<file path="src/rtl/pc_fetch_pkg.sv">
// Shared types and constants for the instruction fetch stage.
package pc_fetch_pkg;

  localparam int WORD_W = 32;
  localparam logic [WORD_W-1:0] RESET_PC_DEFAULT = 32'hBFC0_0000;

  typedef enum logic [1:0] {
    S_REQ  = 2'd0,
    S_WAIT = 2'd1,
    S_HOLD = 2'd2,
    S_ADEL = 2'd3
  } fetch_state_e;

endpackage

</file>
<file path="src/rtl/pc_fetch_branch_pend.sv">
// Pending branch target: remembers a taken branch until the delay slot leaves F.
module pc_fetch_branch_pend
  import pc_fetch_pkg::*;
(
  input  logic              clk,
  input  logic              rst_n,
  input  logic              set_i,
  input  logic              clr_i,
  input  logic [WORD_W-1:0] target_i,
  output logic              valid_o,
  output logic [WORD_W-1:0] target_o
);

  logic              valid_q, valid_d;
  logic [WORD_W-1:0] target_q, target_d;

  // Clear wins: a redirect or an advance always consumes/discards the entry.
  always_comb begin
    valid_d  = valid_q;
    target_d = target_q;
    if (clr_i) begin
      valid_d = 1'b0;
    end else if (set_i) begin
      valid_d  = 1'b1;
      target_d = target_i;
    end
  end

  always_ff @(posedge clk or negedge rst_n) begin
    if (!rst_n) begin
      valid_q  <= 1'b0;
      target_q <= '0;
    end else begin
      valid_q  <= valid_d;
      target_q <= target_d;
    end
  end

  assign valid_o  = valid_q;
  assign target_o = target_q;

endmodule

</file>
<file path="src/rtl/pc_fetch.sv">
// Fetch stage: PC sequencing, SRAM-like instruction request and F-stage hand-off.
// state  | meaning
// S_REQ  | presenting inst_addr (or detecting a misaligned PC)
// S_WAIT | address accepted, waiting for inst_data_ok
// S_HOLD | word buffered while D is stalled
// S_ADEL | misaligned PC reported as fetch address error until redirect
module pc_fetch
  import pc_fetch_pkg::*;
#(
  parameter logic [WORD_W-1:0] RESET_PC = RESET_PC_DEFAULT
) (
  input  logic              clk,
  input  logic              reset,
  input  logic              stallD,
  input  logic              exc_redirect,
  input  logic [WORD_W-1:0] exc_pc,
  input  logic              branch_taken,
  input  logic [WORD_W-1:0] branch_target,
  input  logic              is_jumpD,
  output logic              inst_req,
  output logic [WORD_W-1:0] inst_addr,
  input  logic              inst_addr_ok,
  input  logic [WORD_W-1:0] inst_rdata,
  input  logic              inst_data_ok,
  output logic [WORD_W-1:0] instrF,
  output logic [WORD_W-1:0] pcplus4F,
  output logic              adelF,
  output logic              in_delayF,
  output logic              validF
);

  fetch_state_e      state_q, state_d;
  logic [WORD_W-1:0] pc_q, pc_d;
  logic [WORD_W-1:0] buf_q, buf_d;
  logic              cancel_q, cancel_d;
  logic              delay_q, delay_d;
  logic              adv_q;

  logic              req;
  logic              valid_f;
  logic              adel_f;
  logic [WORD_W-1:0] instr_f;
  logic              advance;
  logic              pend_valid;
  logic [WORD_W-1:0] pend_target;
  logic [WORD_W-1:0] pc_plus4;
  logic [WORD_W-1:0] next_pc;

  assign pc_plus4 = pc_q + 32'd4;

  always_comb begin
    state_d  = state_q;
    cancel_d = cancel_q;
    buf_d    = buf_q;
    req      = 1'b0;
    valid_f  = 1'b0;
    adel_f   = 1'b0;
    instr_f  = '0;
    advance  = 1'b0;
    unique case (state_q)
      S_REQ: begin
        if (pc_q[1:0] != 2'b00) begin
          if (!exc_redirect) state_d = S_ADEL;
        end else begin
          req = 1'b1;
          if (inst_addr_ok) begin
            state_d  = S_WAIT;
            cancel_d = exc_redirect;
          end
        end
      end
      S_WAIT: begin
        if (inst_data_ok) begin
          state_d  = S_REQ;
          cancel_d = 1'b0;
          if (!cancel_q) begin
            valid_f = 1'b1;
            instr_f = inst_rdata;
            advance = !exc_redirect && !stallD;
            if (!exc_redirect && stallD) begin
              state_d = S_HOLD;
              buf_d   = inst_rdata;
            end
          end
        end else if (exc_redirect) begin
          cancel_d = 1'b1;
        end
      end
      S_HOLD: begin
        valid_f = 1'b1;
        instr_f = buf_q;
        advance = !exc_redirect && !stallD;
        if (exc_redirect || !stallD) state_d = S_REQ;
      end
      S_ADEL: begin
        valid_f = 1'b1;
        adel_f  = 1'b1;
        if (exc_redirect) state_d = S_REQ;
      end
      default: state_d = S_REQ;
    endcase
  end

  // A branch resolving in the same cycle the delay slot leaves F is forwarded.
  always_comb begin
    next_pc = pc_plus4;
    if (branch_taken)    next_pc = branch_target;
    else if (pend_valid) next_pc = pend_target;
  end

  always_comb begin
    pc_d = pc_q;
    if (exc_redirect)  pc_d = exc_pc;
    else if (advance)  pc_d = next_pc;
  end

  always_comb begin
    delay_d = delay_q;
    if (exc_redirect) delay_d = 1'b0;
    else if (adv_q)   delay_d = is_jumpD;
  end

  pc_fetch_branch_pend u_branch_pend (
    .clk      (clk),
    .rst_n    (reset),
    .set_i    (branch_taken & ~exc_redirect),
    .clr_i    (exc_redirect | advance),
    .target_i (branch_target),
    .valid_o  (pend_valid),
    .target_o (pend_target)
  );

  // cancel_q starts set so a stale data_ok before the first accepted address is dropped.
  always_ff @(posedge clk or negedge reset) begin
    if (!reset) begin
      state_q  <= S_REQ;
      pc_q     <= RESET_PC;
      buf_q    <= '0;
      cancel_q <= 1'b1;
      delay_q  <= 1'b0;
      adv_q    <= 1'b0;
    end else begin
      state_q  <= state_d;
      pc_q     <= pc_d;
      buf_q    <= buf_d;
      cancel_q <= cancel_d;
      delay_q  <= delay_d;
      adv_q    <= advance;
    end
  end

  assign inst_req  = req;
  assign inst_addr = req ? pc_q : '0;
  assign validF    = valid_f;
  assign instrF    = instr_f;
  assign adelF     = adel_f;
  assign pcplus4F  = valid_f ? pc_plus4 : '0;
  assign in_delayF = delay_q & valid_f;

endmodule

</file>
<file path="config.mk">
export PLATFORM = sky130hd
export DESIGN_NAME = pc_fetch
export DESIGN_NICKNAME = d
export VERILOG_FILES = /design/src/rtl/pc_fetch_pkg.sv /design/src/rtl/pc_fetch_branch_pend.sv /design/src/rtl/pc_fetch.sv
export SDC_FILE = /design/constraint.sdc
export NUM_CORES = 1
export LEC_CHECK = 0
export CAP_MARGIN = 20
export CELL_PAD_IN_SITES_DETAIL_PLACEMENT = 0
export CELL_PAD_IN_SITES_GLOBAL_PLACEMENT = 1
export CORE_ASPECT_RATIO = 0.8
export CORE_MARGIN = 5
export CORE_UTILIZATION = 35
export CTS_CLUSTER_SIZE = 25
export DETAILED_ROUTE_END_ITERATION = 8
export PLACE_DENSITY_LB_ADDON = 0.1
export SYNTH_ARGS = -nofsm -noshare
export SYNTH_HDL_FRONTEND = slang
export SYNTH_SLANG_ARGS = --single-unit
</file>
<file path="constraint.sdc">
create_clock -name clk -period 2.7 [get_ports clk]
set_input_delay 0.405 -clock clk [delete_from_list [all_inputs] [get_ports clk]]
set_output_delay 0.405 -clock clk [all_outputs]
set_load 0.01 [all_outputs]
</file>
==> reports/results.ini <==
[hold_path]
holdCritPathClass=in -> async

[global_routing]
grt_max_degree=60
number_of_antenna_violations_at_the_first_check_in_global_routing=2
wire_length_of_the_first_global_routing_pass_um=35600
grt_overflow=0
vias_in_the_first_global_route=6283
grt_util_all_layers_pct=20.8

[sta]
grt_setup_unrepaired=true
drv_slew=0
final_setup_violations=0
timing.final.ws_setup_ns=0.0216
max_clock_freq_ghz=0.373
tightest_slew_ns=0.665
finalHoldViolations=0
clock-skew-final_ns=0.0111
max_slew_margin_pct=55.2
post-route-period-util_pct=99.2
period_minus_slack_ns=2.68
final_hold_slack_ns=0.0420
tns_ns=0

[floorplan]
fp.dieH_um=131
design.die.area_um2=21300
floorplan.rows=44
placeableCoreArea_um2=18100
die_w_um=162
floorplan.initialDensity_pct=35.6
ports=204

[synthesis]
syn-instance-count=701
syn_area_per_cell_um2=9.20
synth_enable_flop_cells=0
dominantRegCellSynth=dfrtp_1
yosys.cell_types.count=61
synthesis.yosys.warnings=0
synth_seq_area_share_pct=39.8
mappedNetlistArea_um2=6450
yosys.area.top_type_share_pct=35.7
area_leader_netlist=dfrtp_1
synth-async-reset-ratio_pct=100
flops_latches_synth=102
yosys-top-cells-area=dfrtp_1 (36%), mux2_2 (11%), a22oi_1 (6.6%)

[final_layout]
post_route_cells_drive_above_1_share_pct=23.1
area.growth.synth_to_final_pct=49.4
nets=1049
layout.cells.non_filler=1175
filler_cell_count=1665
postLayoutCellArea_um2=9640
fin_util_pct=53.2

[cts]
h-tree-depth=3
cts-root-buf=clkbuf_16
ctsLongestPathBuffers=2
tritoncts=done
clkTransAtPathRegs_ns=0.08
cts_inserted_buffers=9
clock_sink_count=102
clkLatencyLatePin_ns=0.36
cts_hold_repair.buffers=0

[power_and_ir_drop]
ir_worst_vdd_uv=407
leakage_nw=4.39
power.density_nw_per_um2=857
p_total_mw=8.26

[drt]
count_of_unresolved_drc_violations_after_routing=0
detail_route.vias_per_cell=5.36
drt-total-wl_um=23000
detail_route.first_pass.iterations=5
post_drt_wl_per_cell_um=19.6
route.antenna.remaining_nets=0
drc_marker_count_from_the_first_detailed_route_iteration=398
vias=6297

[critical_path]
worstPathArrival_ns=2.27
rr_endpoint=pc_q[30]
critPathMaxStageDelay_ns=0.41
reg2reg_depth=9
critical_path.slowest_cell=dfrtp_1
worst-path-buf-inv=3
rr_startpoint=state_q[1]
worst_ep_required_time_ns=2.30
critical_path_depth=8
crit_top_cell=buf_4
path_delay_family=simple AND/OR/NAND/NOR gates
worst_setup_ep_type=output port
crit_chain=nand4_1, buf_4, buf_4, nor3_4, and3_1, xnor2_1, nor2_1, dlygate4sd2_1
r2r_slack_ns=0.26
timing_worst_setup_path_type=reg -> out
startpoint_type=flop
worst_path_max_fanout=6

[placed_design]
dp.cells=1130
postPlaceCellArea_um2=8990
pre_cts_ws_ns=-0.0354
buffer_ports.inserted=201
dpl.hpwl_um=16600
gp_congestion=0.826

[outcome]
outcome=completed

[run]
drv_cap=0

power breakdown:
group / internal [mW] / switching, mW / leakage [nW]
registers: 2.24 / 0.535 / 1.22
logic: 2.17 / 2.05 / 3.04
clock network: 0.635 / 0.625 / 0.131
final cells by class:
type / count / area [um2] / area share [%]
antenna: 1 / 2.50 / 0.0260
clock buffer: 10 / 229 / 2.38
clock inverter: 5 / 45.0 / 0.467
inverter: 13 / 48.8 / 0.506
multi-input combinational: 526 / 3710 / 38.5
sequential: 102 / 2570 / 26.6
tap: 230 / 288 / 2.99
timing repair buffer: 288 / 2750 / 28.6
logic make-up after synthesis:
logic type / synth area share, %
AO/OA/AOI/OAI: 19.0
XOR/XNOR: 3.80
adder cells (fa/ha/maj): 0.970
buffers and inverters: 5.24
flip-flops: 39.8
multiplexers: 11.3
other: 0.0581
AND/OR/NAND/NOR: 19.9
flip-flops by register name, summed over array words and instances (netlist names):
register,count
buf_q,32
adv_q,1
state_q,2
cancel_q,1
delay_q,1
pc_q,32
u_branch_pend.valid_o,1
u_branch_pend.target_o,32
cell usage in the layout (no fill, tap or decap), drive strengths merged, types with 14 or more instances in the layout:
master	netlist	final
clkdlybuf4s50	0	118
mux2	64	64
buf	16	89
dlygate4sd2	0	45
xnor2	22	22
o21ai	53	53
a21oi	21	21
clkbuf	44	16
nand4	14	14
and2	41	41
dlymetal6s2s	0	19
a22oi	57	57
nand2	33	33
nor2	77	77
dfrtp	92	92
inv	12	14
nor2b	37	37
synthesized netlist by cell type (3+ instances only):
master and number:
nor2_1 77, nand3_1 11, a21oi_1 21, ha_1 5
buf_1 8, buf_2 3, o32ai_1 3, a31oi_1 5
a22oi_1 57, o21ai_0 53, or2_2 3, o211ai_1 6
and2_1 37, dfstp_2 10, nor3_1 7, clkbuf_2 3
clkbuf_1 39, nor4_1 4, mux2_2 62, and3_1 6
dfrtp_1 92, xnor2_1 22, and2_2 3, o22ai_1 5
nor2b_1 37, a221oi_1 11, nand2_1 32, xor2_1 6
nand4_1 12, buf_4 3, inv_1 12, o2bb2ai_1 9
or4_1 3
metal layers:
metal,vias to the layer above,wire (um),track usage [%]
met5,-,7,0
met4,2,142,3.71
met3,14,1420,4.57
met2,188,9930,29.9
met1,3109,11500,32.3
li1,2984,-,-
worst reg2reg max path, stage by stage, from the launching register on:
cell and delay [ns]:
dfrtp_1 0.39, inv_2 0.09, ha_4 0.18, and3b_2 0.21
buf_4 0.14, bufbuf_16 0.28, o21ai_0 0.21, nand2_1 0.42
o211ai_1 0.28, nand4_1 0.11
repair_timing:
action                                  CTS  global route
endpoints found under the setup margin   96            49
gates cloned                              3             0
setup buffers                            14            13
pin swaps                                 6            11
hold endpoints to repair                  0             0
gates resized for setup                  89            60
worst max path at each step:
stage / from / to / slack (ns)
floorplan: state_q[1] / pcplus4F[22] / 0.33
global placement: inst_data_ok / instrF[9] / -0.008
detailed placement: inst_data_ok / instrF[22] / -0.04
CTS: pc_q[2] / pcplus4F[28] / -0.05
global route: pc_q[3] / pcplus4F[25] / -0.13
finish: pc_q[3] / pcplus4F[23] / 0.02
(Power assumes the default switching activity.)
